### config.mk
export PLATFORM = sky130hd
export DESIGN_NAME = dphy_lane_tx_flat
export DESIGN_NICKNAME = d
export VERILOG_FILES = /design/src/rtl/dphy_lane_tx_if.sv /design/src/rtl/dphy_lane_tx.sv /design/src/flat_wrapper.sv
export SDC_FILE = /design/constraint.sdc
export NUM_CORES = 1
export LEC_CHECK = 0
export BUFFER_PORTS_ARGS = -buffer_cell sky130_fd_sc_hd__buf_2
export CORE_AREA = 2 2 84 86
export DETAILED_ROUTE_END_ITERATION = 10
export DIE_AREA = 0 0 86 88
export GPL_TIMING_DRIVEN = 0
export SLEW_MARGIN = 20
export SYNTH_ARGS = -nofsm -noshare
export SYNTH_HDL_FRONTEND = slang
export SYNTH_SLANG_ARGS = --single-unit
### constraint.sdc
create_clock -name byte_clk_i -period 3.24 [get_ports byte_clk_i]
set_input_delay 0.324 -clock byte_clk_i [delete_from_list [all_inputs] [get_ports byte_clk_i]]
set_output_delay 0.324 -clock byte_clk_i [all_outputs]
set_load 0.005 [all_outputs]
### src/rtl/dphy_lane_tx_if.sv
// Packet word stream feeding the D-PHY lane distributor.
// The master drives the words and the slave returns ready.
interface dphy_lane_tx_if #(
    parameter int DATA_LANES = 4
);
    logic [DATA_LANES*8-1:0] word_i;
    logic                    word_valid_i;
    logic                    word_last_i;
    logic [DATA_LANES-1:0]   word_keep_i;
    logic                    word_ready_o;

    modport master (
        output word_i,
        output word_valid_i,
        output word_last_i,
        output word_keep_i,
        input  word_ready_o
    );

    modport slave (
        input  word_i,
        input  word_valid_i,
        input  word_last_i,
        input  word_keep_i,
        output word_ready_o
    );
endinterface

### src/rtl/dphy_lane_tx.sv
// D-PHY transmit lane distributor: HS-zero prepare, 0xB8 sync, payload and HS-trail on every lane.
// Each registered output reflects the state of the previous cycle, so all lanes move in lockstep.
module dphy_lane_tx #(
    parameter int DATA_LANES   = 4,
    parameter int PREP_CYCLES  = 3,
    parameter int TRAIL_CYCLES = 2
) (
    input  logic                    byte_clk_i,
    input  logic                    rst_i,
    dphy_lane_tx_if.slave           word_if,
    output logic                    hs_req_o,
    output logic [DATA_LANES*8-1:0] byte_data_o,
    output logic [DATA_LANES-1:0]   valid_o,
    output logic                    underflow_o,
    output logic                    busy_o
);

    localparam int MAX_CYC = (PREP_CYCLES > TRAIL_CYCLES) ? PREP_CYCLES : TRAIL_CYCLES;
    localparam int CW      = (MAX_CYC > 1) ? $clog2(MAX_CYC) : 1;
    localparam logic [CW-1:0] PREP_LOAD  = CW'(PREP_CYCLES - 1);
    localparam logic [CW-1:0] TRAIL_LOAD = CW'(TRAIL_CYCLES - 1);

    typedef enum logic [2:0] {
        IDLE,
        PREP,
        SYNC,
        DATA,
        TRAIL,
        GAP
    } state_e;

    state_e                  state_q, state_d;
    logic [CW-1:0]           cnt_q, cnt_d;
    logic [DATA_LANES-1:0]   lastBit_q, lastBit_d;
    logic                    hsReq_q, hsReq_d;
    logic [DATA_LANES*8-1:0] byteData_q, byteData_d;
    logic [DATA_LANES-1:0]   valid_q, valid_d;
    logic                    underflow_q, underflow_d;
    logic                    busy_q, busy_d;
    logic [DATA_LANES-1:0]   keepEff;
    logic                    accept;

    assign keepEff              = word_if.word_keep_i | DATA_LANES'(1);
    assign accept               = (state_q == DATA) && word_if.word_valid_i;
    assign word_if.word_ready_o = (state_q == DATA);

    assign hs_req_o    = hsReq_q;
    assign byte_data_o = byteData_q;
    assign valid_o     = valid_q;
    assign underflow_o = underflow_q;
    assign busy_o      = busy_q;

    always_comb begin
        state_d = state_q;
        cnt_d   = cnt_q;
        unique case (state_q)
            IDLE: begin
                if (word_if.word_valid_i) begin
                    state_d = PREP;
                    cnt_d   = PREP_LOAD;
                end
            end
            PREP: begin
                if (cnt_q == '0) begin
                    state_d = SYNC;
                end else begin
                    cnt_d = cnt_q - 1'b1;
                end
            end
            SYNC: state_d = DATA;
            DATA: begin
                if (accept && word_if.word_last_i) begin
                    state_d = TRAIL;
                    cnt_d   = TRAIL_LOAD;
                end
            end
            TRAIL: begin
                if (cnt_q == '0) begin
                    state_d = GAP;
                end else begin
                    cnt_d = cnt_q - 1'b1;
                end
            end
            GAP: begin
                // A waiting packet skips IDLE so the LP gap stays exactly one cycle.
                if (word_if.word_valid_i) begin
                    state_d = PREP;
                    cnt_d   = PREP_LOAD;
                end else begin
                    state_d = IDLE;
                end
            end
            default: state_d = IDLE;
        endcase
    end

    always_comb begin
        hsReq_d     = 1'b0;
        byteData_d  = byteData_q;
        valid_d     = '0;
        underflow_d = 1'b0;
        lastBit_d   = lastBit_q;
        busy_d      = (state_d != IDLE);
        unique case (state_q)
            IDLE: byteData_d = '0;
            PREP: begin
                hsReq_d    = 1'b1;
                byteData_d = '0;
            end
            SYNC: begin
                hsReq_d    = 1'b1;
                byteData_d = {DATA_LANES{8'hB8}};
                valid_d    = '1;
                lastBit_d  = '1;
            end
            DATA: begin
                hsReq_d = 1'b1;
                if (word_if.word_valid_i) begin
                    // Lanes dropped from the last word start their trail immediately.
                    for (int i = 0; i < DATA_LANES; i++) begin
                        if (!word_if.word_last_i || keepEff[i]) begin
                            byteData_d[i*8 +: 8] = word_if.word_i[i*8 +: 8];
                            valid_d[i]           = 1'b1;
                            lastBit_d[i]         = word_if.word_i[i*8+7];
                        end else begin
                            byteData_d[i*8 +: 8] = {8{~lastBit_q[i]}};
                        end
                    end
                end else begin
                    underflow_d = 1'b1;
                end
            end
            TRAIL: begin
                hsReq_d = 1'b1;
                for (int i = 0; i < DATA_LANES; i++) begin
                    byteData_d[i*8 +: 8] = {8{~lastBit_q[i]}};
                end
            end
            GAP: byteData_d = '0;
            default: byteData_d = '0;
        endcase
    end

    always_ff @(posedge byte_clk_i or posedge rst_i) begin
        if (rst_i) begin
            state_q     <= IDLE;
            cnt_q       <= '0;
            lastBit_q   <= '0;
            hsReq_q     <= 1'b0;
            byteData_q  <= '0;
            valid_q     <= '0;
            underflow_q <= 1'b0;
            busy_q      <= 1'b0;
        end else begin
            state_q     <= state_d;
            cnt_q       <= cnt_d;
            lastBit_q   <= lastBit_d;
            hsReq_q     <= hsReq_d;
            byteData_q  <= byteData_d;
            valid_q     <= valid_d;
            underflow_q <= underflow_d;
            busy_q      <= busy_d;
        end
    end

endmodule

### src/flat_wrapper.sv
// flat-port wrapper written by rule: the top's interface ports become plain ports
module dphy_lane_tx_flat 
#(
    parameter int DATA_LANES   = 4,
    parameter int PREP_CYCLES  = 3,
    parameter int TRAIL_CYCLES = 2
)
  (byte_clk_i, rst_i, hs_req_o, byte_data_o, valid_o, underflow_o, busy_o, word_if_word_i, word_if_word_valid_i, word_if_word_last_i, word_if_word_keep_i, word_if_word_ready_o);
  dphy_lane_tx_if #(.DATA_LANES(DATA_LANES)) word_if_i ();
  input  logic byte_clk_i;
  input  logic rst_i;
  output logic hs_req_o;
  output logic [DATA_LANES*8-1:0] byte_data_o;
  output logic [DATA_LANES-1:0] valid_o;
  output logic underflow_o;
  output logic busy_o;
  input wire logic [$bits(word_if_i.word_i)-1:0] word_if_word_i;
  input wire logic [$bits(word_if_i.word_valid_i)-1:0] word_if_word_valid_i;
  input wire logic [$bits(word_if_i.word_last_i)-1:0] word_if_word_last_i;
  input wire logic [$bits(word_if_i.word_keep_i)-1:0] word_if_word_keep_i;
  output wire logic [$bits(word_if_i.word_ready_o)-1:0] word_if_word_ready_o;
  assign word_if_i.word_i = word_if_word_i;
  assign word_if_i.word_valid_i = word_if_word_valid_i;
  assign word_if_i.word_last_i = word_if_word_last_i;
  assign word_if_i.word_keep_i = word_if_word_keep_i;
  assign word_if_word_ready_o = word_if_i.word_ready_o;
  dphy_lane_tx #(.DATA_LANES(DATA_LANES), .PREP_CYCLES(PREP_CYCLES), .TRAIL_CYCLES(TRAIL_CYCLES)) u_core (.byte_clk_i(byte_clk_i), .rst_i(rst_i), .word_if(word_if_i), .hs_req_o(hs_req_o), .byte_data_o(byte_data_o), .valid_o(valid_o), .underflow_o(underflow_o), .busy_o(busy_o));
endmodule
==> summary.md <==
| Metric | Value |
|---|---|
| Max Clock Freq | `630 MHz` |
| Number of distinct library cells after synthesis | `38` |
| Maximum ir drop on the vdd rail | `0.220 mV` |
| Crit end category | `register` |
| Routed Wire Length | `6.10 mm` |
| Flop-to-flop setup slack | `1.65 ns` |
| Rows | `30` |
| Post-synthesis cell type with the largest combined area | `dfrtp_1` |
| Worst endpoint data arrival time | `1.82 ns` |
| Post-synthesis to final-layout area growth | `27.5%` |
| Setup violators final | `0` |
| Final hold violation count | `0` |
| Async set or reset register ratio after synthesis | `1.00` |
| Clock Sink Count | `48` |
| Non-filler instance count after layout | `407` |
| Slew at the pin closest to its max-slew limit | `0.558 ns` |
| Headroom to the max-slew limit | `0.627` |
| Crit Path Max Fanout | `10` |
| Core region area | `0.00664 sq mm` |
| Starting utilization of the core area | `0.349` |
| Cell types with the highest counts after synthesis | `48 x dfrtp_1, 45 x a21oi_1, 24 x nand2_1` |
| Post-cts gate resize count | `0` |
| Number of flops mapped to enable cells by yosys | `0` |
| Floorplan die height | `88 um` |
| Reg clk slew, reported paths | `0.09 ns` |
| Placement-stage worst setup slack | `1.68 ns` |
| Post-route DRC | `0` |
| # fillers | `669` |
| Detail-routed net length per standard cell | `15.0 um` |
| Top cell type's share of synthesized area | `0.519` |
| Total Neg Setup Slack | `0 ns` |
| Setup ws final | `1.65 ns` |
| Avg Cell Area, Syn | `9.65 sq um` |
| Total track usage | `0.166` |
| Min-Delay Path Class | `in2reg` |
| Startpoint class of the critical path | `register` |
| Unrepaired setup endpoints after global routing | `no` |
| Worst hold margin | `0.246 ns` |
| CP max stage cell | `dfrtp_1` |
| CTS Root Buffer Type | `clkbuf_8` |
| Final max-slew violation count | `0` |
| Top cells by area in the synthesized netlist | `dfrtp_1 52%, a21oi_1 9.7%, nand2_1 3.9%` |
| Initial antenna violation count | `0` |
| Final period util | `0.490` |
| Static leakage power | `0.00144 uW` |
| Count of routing violations after the opening detailed-route iteration | `113` |
| Layout cell share with drive strength beyond 1 | `0.321` |
| Cell class contributing the biggest share of worst-path delay | `simple AND/OR/NAND/NOR gates` |
| Max capacitance violation total | `0` |
| Final clock skew | `0.00710 ns` |
| Area of the die | `0.00757 sq mm` |
| Die outline width | `86 um` |
| Number of nets still failing antenna checks after routing | `0` |
| Start of the worst register-to-register path | `u_core.state_q[1]` |
| Total clock buffers created by CTS | `5` |
| Data required time of the worst path | `3.47 ns` |
| FF-to-FF path depth | `5` |
| Area of the mapped netlist | `0.00232 sq mm` |
| Detailed-placement wirelength estimate | `4.52 mm` |
| H-tree lvl count | `2` |
| DRT Pass-1 Iters | `4` |
| R2r endpoint | `u_core.byte_data_o[11]` |
| Largest stage delay on the critical path | `0.41 ns` |
| PwrDens | `778 mW/mm^2` |
| Number of nets in the final layout | `367` |
| Clock tree buffer depth | `2` |
| Outcome | `complete, no violations` |
| TritonCTS clock tree | `built` |
| Worst hold path startpoint | `word_if_word_i[3]` |
| Pin count of the biggest net entering global routing | `34` |
| Skew-Pair Late Insertion Delay | `0.31 ns` |
| Flop and latch count out of synthesis | `48` |
| Count of buffering cells on the critical path with inverters included | `1` |
| Most numerous cell in the Yosys netlist | `dfrtp_1` |
| Vias per cell | `5.24` |
| Global-route congestion overflow total | `0` |
| Via count | `2134` |
| Sequential share of the synthesized area | `0.519` |
| Top FF cell, synth | `dfrtp_1` |
| Endpoint of the worst hold-timing path | `u_core.byte_data_o[3]` |
| Sequence of cells on the critical path | `buf_2 > nand2b_1 > nor3_2 > nor2_1 > a31oi_1` |
| Core Util, Final | `0.444` |
| Number of warning messages in the yosys log | `0` |
| Vias in the first global route | `2074` |
| Diodes inserted | `0` |
| Mapped Nets | `281` |
| Total placed cells including tap cells | `398` |
| Total I/O pin count | `80` |
| Worst hold path depth | `3` |
| Global-route wire length before repair | `9.85 mm` |
| IO Port Bufs | `77` |
| Gpl congestion | `0.848` |
| Clock period minus worst slack | `1.59 ns` |
| Synthesized instance count | `240` |
| Worst setup path class | `reg2reg` |
tightest hold or removal path, cell delays in order:
cell and delay (ns):
buf_2 0.08, a22oi_1 0.05, nand2_1 0.06
through the flow:
step                      power (uW)  instance area [sq um]
after global routing            2470                   2950
after global placement          1830                   2800
after detailed placement        1850                   2820
after CTS                       2320                   2950
after floorplan                 1510                   2320
final                           2300                   2950
worst max path at each step:
stage | start | end | slack, ns | cells after the start
floorplan | rst_i | u_core.busy_o | 1.77 | 1
global placement | rst_i | u_core.busy_o | 1.09 | 2
detailed placement | u_core.state_q[1] | u_core.byte_data_o[11] | 1.68 | 5
CTS | u_core.state_q[1] | u_core.byte_data_o[11] | 1.67 | 5
global route | u_core.state_q[2] | u_core.byte_data_o[12] | 1.52 | 5
finish | u_core.state_q[1] | u_core.byte_data_o[11] | 1.65 | 5
cell usage in the layout, fill, tap and decap left out, types with 2 or more instances in the layout:
cell type  count
buf_2         81
o21ai_1        5
o211ai_1       9
a221oi_1       2
xnor2_1        3
clkbuf_8       6
nand2_1       24
nand3_1        4
o21ai_0       14
a31oi_1        5
clkbuf_1       5
buf_4          4
a21oi_1       45
a221o_1        4
inv_1          5
o31ai_1        3
a21o_1         2
nor2_1        15
dfrtp_1       48
a22oi_1        5
nor2_4         3
buf_6          4
nor2b_1        2
nand2b_1       9
logic make-up after synthesis:
family | count (synthesis) | share of synthesized area
compound gates | 101 | 0.265
simple gates | 64 | 0.141
flops | 48 | 0.519
buf+inv | 23 | 0.0589
xor+xnor | 3 | 0.0113
fa+ha+maj | 1 | 0.00540
state kept, by name, summed over array words and instances, names as in the netlist:
signal	cells
u_core.cnt_q	2
u_core.byte_data_o	32
u_core.valid_o	4
u_core.state_q	3
u_core.hs_req_o	1
u_core.busy_o	1
u_core.lastBit_q	4
u_core.underflow_o	1
where the power goes:
group / internal [uW] / switching [uW]
combinational: 402 / 497
clock: 253 / 208
sequential: 800 / 136
total: 1450 / 842
timing repair:
action	in CTS	in global routing
hold buffers	1	0
setup endpoints to repair	0	0
buffers inserted	0	0
endpoints found under the hold margin	15	0
metal layers:
metal | global-route usage | up-vias | wire [um]
li1 | - | 1038 | -
met3 | 0.0405 | 11 | 346
met2 | 0.274 | 58 | 2950
met1 | 0.210 | 1027 | 2680
met4 | 0.0620 | 0 | 121
met5 | 0 | - | 0
cell type report:
cell class / count / area (sq um) / area share
sequential: 48 / 1200 / 0.407
clock buffer: 6 / 82.6 / 0.0280
timing repair buffer: 79 / 415 / 0.141
clock inverter: 2 / 38.8 / 0.0131
inverter: 6 / 22.5 / 0.00763
multi-input combinational: 169 / 978 / 0.331
tap: 80 / 100 / 0.0339
buffer: 17 / 114 / 0.0386
Note: power is estimated with default switching activity, not from simulation.
